==> src/rtl/mips_mc_pkg.sv <==
// mips_mc_pkg: shared opcodes, functs, FSM states and ALU operation codes for the multi-cycle MIPS core
package mips_mc_pkg;
  typedef enum logic [2:0] {S_IDLE, S_FETCH, S_DECODE, S_EXEC, S_MEM, S_WB, S_TRAP} state_t;
  typedef enum logic [2:0] {ALU_ADD, ALU_SUB, ALU_SLT, ALU_AND, ALU_OR, ALU_LUI} alu_op_t;
  localparam logic [5:0] OP_RTYPE = 6'h00;
  localparam logic [5:0] OP_J     = 6'h02;
  localparam logic [5:0] OP_JAL   = 6'h03;
  localparam logic [5:0] OP_BEQ   = 6'h04;
  localparam logic [5:0] OP_ADDIU = 6'h09;
  localparam logic [5:0] OP_ORI   = 6'h0d;
  localparam logic [5:0] OP_LUI   = 6'h0f;
  localparam logic [5:0] OP_LW    = 6'h23;
  localparam logic [5:0] OP_SW    = 6'h2b;
  localparam logic [5:0] FN_JR    = 6'h08;
  localparam logic [5:0] FN_ADDU  = 6'h21;
  localparam logic [5:0] FN_SUBU  = 6'h23;
  localparam logic [5:0] FN_AND   = 6'h24;
  localparam logic [5:0] FN_OR    = 6'h25;
  localparam logic [5:0] FN_SLT   = 6'h2a;
endpackage

==> src/rtl/mips_mc_regfile.sv <==
// mips_mc_regfile: 32x32 register file, two async read ports, one sync write port, $0 hardwired to zero
module mips_mc_regfile (
  input  logic        clk,
  input  logic        rst,
  input  logic [4:0]  ra1,
  input  logic [4:0]  ra2,
  output logic [31:0] rd1,
  output logic [31:0] rd2,
  input  logic        we,
  input  logic [4:0]  wa,
  input  logic [31:0] wd
);
  logic [31:0] regs [32];

  always_ff @(posedge clk or negedge rst)
    if (!rst) for (int i = 0; i < 32; i++) regs[i] <= '0;
    else if (we && wa != 5'd0) regs[wa] <= wd;

  assign rd1 = ra1 == 5'd0 ? '0 : regs[ra1];
  assign rd2 = ra2 == 5'd0 ? '0 : regs[ra2];
endmodule

==> src/rtl/mips_mc_core.sv <==
// mips_mc_core: multi-cycle MIPS subset core with a single shared memory port and a sticky trap state
module mips_mc_core import mips_mc_pkg::*; #(
  parameter logic [31:0] RESET_PC    = 32'h0000_0000,
  parameter int unsigned MEM_TIMEOUT = 16
) (
  input  logic        clk,
  input  logic        rst,
  output logic        mem_req,
  output logic        mem_we,
  output logic [31:0] mem_addr,
  output logic [31:0] mem_wdata,
  input  logic [31:0] mem_rdata,
  input  logic        mem_ready,
  output logic        retire,
  output logic [31:0] pc_o,
  output logic        trap
);
  state_t      state;
  alu_op_t     aop;
  logic [31:0] ir, a, b, imm, pc4, res, wcnt;
  logic [31:0] rd1, rd2, opb, alu_y, ext, ctrl_tgt, rf_wd;
  logic [5:0]  op, fn;
  logic [4:0]  rf_wa;
  logic        is_r, is_jr, r_alu, is_ctrl, is_mem, legal, jr_bad, tmo, rf_we;

  assign op = ir[31:26];
  assign fn = ir[5:0];
  assign is_r    = op == OP_RTYPE;
  assign r_alu   = is_r && ir[10:6] == 5'd0 &&
                   (fn == FN_ADDU || fn == FN_SUBU || fn == FN_SLT || fn == FN_AND || fn == FN_OR);
  assign is_jr   = is_r && fn == FN_JR;
  assign is_mem  = op == OP_LW || op == OP_SW;
  assign is_ctrl = is_jr || op == OP_BEQ || op == OP_J || op == OP_JAL;
  assign legal   = r_alu || is_ctrl || is_mem || op == OP_ORI || op == OP_LUI || op == OP_ADDIU;
  assign jr_bad  = is_jr && a[1:0] != 2'b00;
  assign tmo     = MEM_TIMEOUT != 0 && mem_req && !mem_ready && wcnt == MEM_TIMEOUT;
  assign ext     = op == OP_ORI ? {16'h0, ir[15:0]} : {{16{ir[15]}}, ir[15:0]};

  assign aop = !is_r ? (op == OP_ORI ? ALU_OR : op == OP_LUI ? ALU_LUI : ALU_ADD) :
               fn == FN_SUBU ? ALU_SUB : fn == FN_SLT ? ALU_SLT :
               fn == FN_AND  ? ALU_AND : fn == FN_OR  ? ALU_OR  : ALU_ADD;
  assign opb   = is_r ? b : imm;
  assign alu_y = aop == ALU_SUB ? a - opb :
                 aop == ALU_SLT ? {31'b0, $signed(a) < $signed(opb)} :
                 aop == ALU_AND ? a & opb :
                 aop == ALU_OR  ? a | opb :
                 aop == ALU_LUI ? {imm[15:0], 16'h0} : a + opb;

  assign ctrl_tgt = is_jr ? a :
                    (op == OP_J || op == OP_JAL) ? {pc4[31:28], ir[25:0], 2'b00} :
                    a == b ? pc4 + {imm[29:0], 2'b00} : pc4;

  // jal links during EXEC; everything else writes back in WB
  assign rf_we = state == S_WB || (state == S_EXEC && op == OP_JAL);
  assign rf_wa = state == S_EXEC ? 5'd31 : is_r ? ir[15:11] : ir[20:16];
  assign rf_wd = state == S_EXEC ? pc4 : res;
  assign retire = state == S_WB || (state == S_EXEC && is_ctrl && !jr_bad) ||
                  (state == S_MEM && mem_we && mem_ready);

  mips_mc_regfile u_rf (
    .clk(clk), .rst(rst), .ra1(ir[25:21]), .ra2(ir[20:16]), .rd1(rd1), .rd2(rd2),
    .we(rf_we), .wa(rf_wa), .wd(rf_wd)
  );

  always_ff @(posedge clk or negedge rst)
    if (!rst) begin
      state <= S_IDLE; pc_o <= RESET_PC; trap <= 1'b0; wcnt <= '0;
      mem_req <= 1'b0; mem_we <= 1'b0; mem_addr <= '0; mem_wdata <= '0;
      ir <= '0; a <= '0; b <= '0; imm <= '0; pc4 <= '0; res <= '0;
    end else begin
      wcnt <= (mem_req && !mem_ready) ? wcnt + 32'd1 : '0;
      case (state)
        S_IDLE: begin
          state <= S_FETCH; mem_req <= 1'b1; mem_we <= 1'b0; mem_addr <= pc_o;
        end
        S_FETCH:
          if (mem_ready) begin
            ir <= mem_rdata; mem_req <= 1'b0; state <= S_DECODE;
          end else if (tmo) begin
            state <= S_TRAP; trap <= 1'b1; mem_req <= 1'b0;
          end
        S_DECODE: begin
          a <= rd1; b <= rd2; pc4 <= pc_o + 32'd4; imm <= ext;
          state <= legal ? S_EXEC : S_TRAP;
          trap <= !legal;
        end
        S_EXEC:
          if (is_ctrl ? jr_bad : is_mem && alu_y[1:0] != 2'b00) begin
            state <= S_TRAP; trap <= 1'b1;
          end else if (is_ctrl) begin
            pc_o <= ctrl_tgt; state <= S_FETCH; mem_req <= 1'b1; mem_we <= 1'b0; mem_addr <= ctrl_tgt;
          end else if (is_mem) begin
            state <= S_MEM; mem_req <= 1'b1; mem_we <= op == OP_SW; mem_addr <= alu_y; mem_wdata <= b;
          end else begin
            res <= alu_y; state <= S_WB;
          end
        S_MEM:
          if (mem_ready && mem_we) begin
            pc_o <= pc4; state <= S_FETCH; mem_we <= 1'b0; mem_addr <= pc4;
          end else if (mem_ready) begin
            res <= mem_rdata; mem_req <= 1'b0; state <= S_WB;
          end else if (tmo) begin
            state <= S_TRAP; trap <= 1'b1; mem_req <= 1'b0; mem_we <= 1'b0;
          end
        S_WB: begin
          pc_o <= pc4; state <= S_FETCH; mem_req <= 1'b1; mem_we <= 1'b0; mem_addr <= pc4;
        end
        default: ;
      endcase
    end
endmodule

==> config.mk <==
export PLATFORM = sky130hd
export DESIGN_NAME = mips_mc_core
export DESIGN_NICKNAME = d
export VERILOG_FILES = /design/src/rtl/mips_mc_pkg.sv /design/src/rtl/mips_mc_regfile.sv /design/src/rtl/mips_mc_core.sv
export SDC_FILE = /design/constraint.sdc
export NUM_CORES = 2
export LEC_CHECK = 0
export BUFFER_PORTS_ARGS = -buffer_cell sky130_fd_sc_hd__buf_2
export CORE_ASPECT_RATIO = 0.5
export CORE_UTILIZATION = 55
export CTS_CLUSTER_SIZE = 16
export DETAILED_ROUTE_END_ITERATION = 10
export GPL_TIMING_DRIVEN = 0
export PLACE_DENSITY = 0.69
export REMOVE_ABC_BUFFERS = 1
export SLEW_MARGIN = 20
export SYNTH_ARGS = -nofsm -noshare
export SYNTH_HDL_FRONTEND = slang
export SYNTH_SLANG_ARGS = --single-unit
==> constraint.sdc <==
create_clock -name clk -period 5.9 [get_ports clk]
set_input_delay 1.77 -clock clk [delete_from_list [all_inputs] [get_ports clk]]
set_output_delay 1.77 -clock clk [all_outputs]
set_load 0.05 [all_outputs]
## Yosys cells after proc, flatten, opt, wreduce, memory -nomap -nowiden

Cells that the tools add are included.
Widths: inputs -> output; s select.

- Bits in registers: 1350
- Output and inout bits: 100

- $add $sub $neg: 5
- Order comparisons: 5
- Equal/unequal tests: 37
- Multiplexer cells: 75
- Bitwise logic cells: 7
- Reductions and logical operators: 59

Operators by type and width:

| kind | count |
|---|---|
| $bwmux 1024 | 1 |
| $mux 32 | 30 |
| $bmux 32 s5 | 2 |
| $demux 32 s5 | 1 |
| $pmux 32 s4 | 1 |
| $pmux 32 s3 | 1 |
| $add 32x32->32 | 2 |
| $pmux 32 s2 | 1 |
| $eq 6x6->1 const B | 7 |
| $mux 3 | 14 |
| $add 32x1->32 const B | 1 |
| $add 32x3->32 const B | 1 |
| $and 32x32->32 | 1 |
| $eq 32x32->1 | 1 |
| $eq 32x5->1 const B | 1 |
| $lt 32x32->1 | 1 |
| $or 32x32->32 | 1 |
| $sub 32x32->32 | 1 |
| $eq 6x4->1 const B | 4 |
| $ge 6x6->1 const B | 3 |
| $mux 1 | 18 |
| $not 5->6 | 3 |
| $logic_or 1x1->1 | 17 |
| $reduce_and 4->1 | 4 |
| other kinds (29) | 71 |

## Logic depth before layout (Yosys ltp)

- Word-level depth: 17
- Mapped depth: 20
- Depth with buffers taken out: 17

## Hierarchy

A second synthesis with hierarchy kept.

- Cell total of the unflattened synthesis: 6469
- Area, all modules: 77642.0 µm²

By module, submodules not included:

| module | instances | cells each | area each (µm²) |
|---|---|---|---|
| mips_mc_regfile | 1 | 3667 | 54478.5 |
| mips_mc_core | 1 | 2802 | 23163.5 |

## Least setup slack after synthesis

Ideal clock, no wire load.

- Path kind: register -> register
- Start: reg ir[26]
- End: reg mem_addr[27]
- Arrival time: 4.589 ns
- Data required time: 5.772 ns
- Path slack: 1.183 ns
- Cell stages (with the launch flop): 20
- Path buffers: 3
- Path through: dfrtp_1 > nor4_4 > and2_1 > buf_2 > clkbuf_1 > buf_1 > nand2_1 > nand2_1 > inv_1 > ha_1 > a211oi_1 > o21ai_0 > o31ai_1 > o21ai_0 > o31ai_1 > xnor2_1 > nor3_1 > or4_1 > a221oi_1 > o21ai_1

- Word-level cells in the longest chain between the ends: 15
- Elaborated cells on any way between the ends: 46
- Classes of those cells: add/sub: 2; order compare: 1; eq/ne: 14; mux: 16; bitwise: 2; reduce/logical: 11

Ends and longest elaborated chain:

| element | RTL line | RTL |
|---|---|---|
| from (decl) | mips_mc_core.sv:20 | `logic [31:0] ir, a, b, imm, pc4, res, wcnt;` |
| from (signal assigned) | mips_mc_core.sv:69 | `ir <= '0; a <= '0; b <= '0; imm <= '0; pc4 <= '0; res <= '0;` |
| from (signal assigned) | mips_mc_core.sv:78 | `ir <= mem_rdata; mem_req <= 1'b0; state <= S_DECODE;` |
| parallel branches: the longest is 15 deep, another holds $add 32x32->32 | - |  |
| to (signal assigned) | mips_mc_core.sv:91 | `pc_o <= ctrl_tgt; state <= S_FETCH; mem_req <= 1'b1; mem_we <= 1'b0; mem_addr <= ctrl_tgt;` |
| to (signal assigned) | mips_mc_core.sv:93 | `state <= S_MEM; mem_req <= 1'b1; mem_we <= op == OP_SW; mem_addr <= alu_y; mem_wdata <= b;` |
| to (signal assigned) | mips_mc_core.sv:99 | `pc_o <= pc4; state <= S_FETCH; mem_we <= 1'b0; mem_addr <= pc4;` |
| to (decl) | mips_mc_core.sv:10 | `output logic [31:0] mem_addr,` |

Parallel ways; which one is timed is not known. The select of a mux whose other input is x is not followed.
A chain may end at the register's enable or synchronous reset.

## Final worst setup path

- Start: reg ir[27]
- End: reg mem_addr[27]

Same word-level chain as after synthesis.

==> reports/summary.log <==
[status] run status completed
[final_layout] layout net count 6921
[final_layout] Core Util, Final 63.1%
[final_layout] filler instances 10000
[global_route] met1 track utilization from global routing 52.4%
[yosys] most instantiated flip-flop cell in the synthesis netlist sky130_fd_sc_hd__dfrtp_1
[floorplan] num rows 94
[detailed_routing] wire length per cell after detailed routing 30.0 µm
[placement] last weighted congestion value of the routability-driven placer 1.00
[yosys] synth unique cells 96
[yosys] sequential area share after synthesis 45.0%
[yosys] post-synthesis register bit count 1335
[setup_path] Worst Path Class, Setup register to register
[sta] period utilisation layout 97.6%
[floorplan] area inside the core boundary 133000 µm²
[cts] clock transition at the registers of the reported paths 70 ps
[placement] dpl ws -760 ps
[global_route] antenna violations before repair 5
[worst_hold_path] endpoint of the worst hold-timing path u_rf.regs[995]$_DFFE_PN0P_
[cts] CTS tree done
[yosys] number of cells produced by synthesis 6954
[sta] Setup WS post-layout 141 ps
[setup_path] Worst Path Max Fanout 26
[floorplan] starting utilization of the core area 55.9%
[sta] worst hold slack 396 ps
[global_route] met2 usage 55.9%
[power] total chip power 0.0179 W
[worst_hold_path] min-delay src u_rf.regs[995]$_DFFE_PN0P_
[detailed_routing] vias per cell 6.93
[detailed_routing] Total Routed Length 259000 µm
[setup_path] worst reg-to-reg setup slack 140 ps
[global_route] via count of the first global-routing pass 58800
[final_layout] growth of design area from synthesis to finish 12.8%
[sta] final-report hold violation count 0
[yosys] Yosys warning count 0
[sta] min cycle time layout 5760 ps
[detailed_routing] total iterations of the first detailed-routing run 6
[floorplan] Die Width 522 µm
[setup_path] startpoint of the worst register-to-register path ir[27]$_DFFE_PN0P_
[yosys] Post-synth EDFFs 0
[setup_path] type of origin of the critical path register
[sta] worst relative slew slack 21.2%
[cts] largest buffer count on any clock path 3
[sta] final setup violation count 0
[sta] Max Clk Rate 0.174 GHz
[cts] Clock H-tree levels 3
[sta] setup repair after global routing missed its margin no
[power] Cell Pwr Density 214 nW/µm²
[cts] clock root buffer sky130_fd_sc_hd__clkbuf_16
[cts] clock network latency to the later pin of the worst-skew pair 810 ps
[global_route] busiest grt layer met2
[setup_path] Data required, critical path 6500 ps
[detailed_routing] number of design-rule violations left by the first detailed-router iteration 8355
[setup_path] Worst R2R End mem_addr[27]$_DFFE_PN0P_
[final_layout] commonest cells after routing, fill and taps aside sky130_fd_sc_hd__dfrtp_1 (1326), sky130_fd_sc_hd__nand2_1 (908), sky130_fd_sc_hd__o21ai_0 (760), sky130_fd_sc_hd__nor2_1 (693)
[cts] number of clock sinks seen by CTS 1335
[detailed_routing] via count 59800
[global_route] total track usage 38.2%
[flow_run] max-capacitance violation count 0
[detailed_routing] DRC violations left 0
[yosys] cell area after synthesis 74200 µm²
[floorplan] y dimension of the die 262 µm
[floorplan] I/O pin cnt 135
[final_layout] most frequent standard cell in the layout excluding fill and tap cells sky130_fd_sc_hd__dfrtp_1
[sta] Slew @ Worst Pin 1170 ps
[yosys] Avg Cell Area, Syn 10.7 µm²
[final_layout] total area of multi-input combinational cells 38700 µm²
[worst_hold_path] worst hold stages 0
[placement] total half-perimeter wirelength after legalization and detailed placement 178000 µm
[setup_path] data arrival time of the critical path 6360 ps
[global_route] global-route wire length before repair 382000 µm
[global_route] remaining global-route overflow 0
[global_route] GR Layer Usage met3 12.9%
[yosys] Async SR Flop Fraction 100%
[final_layout] Sequential Area 33400 µm²
[setup_path] kind of capture point of the worst setup path register
[power] Peak supply drop 253 µV
[placement] port buffer count 134
[power] Pleak 35.7 nW
[setup_path] Critical Path Start ir[27]$_DFFE_PN0P_
[worst_hold_path] min-delay worst type register to register
[detailed_routing] post-detailed-route count of antenna-violating nets 0
[final_layout] share of layout cells above drive strength 1 19.7%
[floorplan] Die Area 137000 µm²
[global_route] maximum number of pins on one net before global-route repair 144
[sta] count of pins over their slew limit 0
[setup_path] logic depth of the worst register-to-register path 16
[sta] setup skew after layout 80.9 ps
[cts] number of buffers created by CTS 120
## power by group
group	internal [W]	total [W]	switching, W
Sequential	0.00915	0.00915	0
Clock	0.00474	0.00853	0.00379
Combinational	0.0000290	0.000224	0.000195
## cells by family (layout without fill, tap and decap cells)
| family | Yosys count | count (layout) | share of synthesized area [%] |
|---|---|---|---|
| AO/OA/AOI/OAI | 1806 | 1807 | 13.8 |
| XOR/XNOR | 146 | 146 | 1.72 |
| adder cells (fa/ha/maj) | 133 | 133 | 2.27 |
| buffers and inverters | 739 | 637 | 3.90 |
| flip-flops | 1335 | 1335 | 45.0 |
| multiplexers | 839 | 839 | 22.4 |
| other | 0 | 3 | 0 |
| AND/OR/NAND/NOR | 1956 | 1956 | 11.0 |
## critical path, cell delays in order, from the launching register on
cell	delay, ps
sky130_fd_sc_hd__dfrtp_1	480
sky130_fd_sc_hd__nor4_4	500
sky130_fd_sc_hd__nand2_4	350
sky130_fd_sc_hd__and2_2	470
sky130_fd_sc_hd__a21o_1	230
sky130_fd_sc_hd__inv_1	80
sky130_fd_sc_hd__ha_1	430
sky130_fd_sc_hd__inv_1	250
sky130_fd_sc_hd__a21oi_1	210
sky130_fd_sc_hd__o31ai_2	140
sky130_fd_sc_hd__a2111oi_2	590
sky130_fd_sc_hd__nor2_1	200
sky130_fd_sc_hd__a31o_1	310
sky130_fd_sc_hd__and4_1	220
sky130_fd_sc_hd__or4_1	530
sky130_fd_sc_hd__a221oi_1	480
sky130_fd_sc_hd__o21ai_1	130
## how the worst max path moves through the flow
| stage | slack (ps) | endpoint | cells after the start |
|---|---|---|---|
| 4_1_cts | 30 | mem_addr[30]$_DFFE_PN0P_ | 16 |
| 6_report | 140 | mem_addr[27]$_DFFE_PN0P_ | 16 |
| 3_5_place_dp | -760 | retire | 8 |
| 5_1_grt | 50 | retire | 8 |
| 3_3_place_gp | -24910 | u_rf.regs[531]$_DFFE_PN0P_ | 1 |
| 2_1_floorplan | -6870 | u_rf.regs[384]$_DFFE_PN0P_ | 4 |
## Yosys cell counts (59+ instances only)
cell type                  number  share of area, %
sky130_fd_sc_hd__dfrtp_1     1335                45
sky130_fd_sc_hd__nand2_1      931               4.7
sky130_fd_sc_hd__o21ai_0      761               5.1
sky130_fd_sc_hd__nor2_1       710               3.6
sky130_fd_sc_hd__a21oi_1      640               4.3
sky130_fd_sc_hd__mux4_2       640                19
sky130_fd_sc_hd__clkbuf_1     480               2.4
sky130_fd_sc_hd__mux2i_1      137               1.8
sky130_fd_sc_hd__ha_1         130               2.2
sky130_fd_sc_hd__inv_1        102              0.52
sky130_fd_sc_hd__buf_1         88              0.45
sky130_fd_sc_hd__xor2_1        86               1.0
sky130_fd_sc_hd__xnor2_1       60              0.71
sky130_fd_sc_hd__nand3_1       59              0.40
## per-layer routing
metal	vias up	share of wire (%)
li1	24800	-
met1	30300	39
met2	3920	43
met3	795	13
met4	2	4.7
met5	-	0.0046
## registers in the layout, indices dropped and copies added, names as in the netlist, 3 cells and up
signal / flops
state: 3
mem_wdata: 32
mem_addr: 32
b: 32
pc_o: 32
pc4: 32
imm: 17
ir: 32
u_rf.regs: 1024
a: 32
res: 32
wcnt: 32
## cell type report
cell class	instances	share of cell area [%]
Multi-Input combinational cell	4881	46.3
Sequential cell	1335	39.9
Timing Repair Buffer	307	5.57
Clock buffer	174	4.21
Tap cell	1776	2.65
Clock inverter	48	0.847
Inverter	108	0.511
Antenna cell	3	0.00897
## through the flow
step | area, µm² | setup TNS, ps | std cells
6_report | 83700 | 0 | 8632
3_5_place_dp | 79400 | -4130 | 8401
3_3_place_gp | 74600 | - | 8233
2_1_floorplan | 71700 | -6282740 | 6323
4_1_cts | 83600 | 0 | 8624
5_1_grt | 83700 | 0 | 8630
## repair_timing
action	in CTS	in global routing
resized for setup	11	6
buffers inserted	0	5
hold buffers	0	0
cloned	1	0
endpoints found under the setup margin	17	15
pin swaps	0	3
Note: power is estimated with default switching activity, not from simulation.
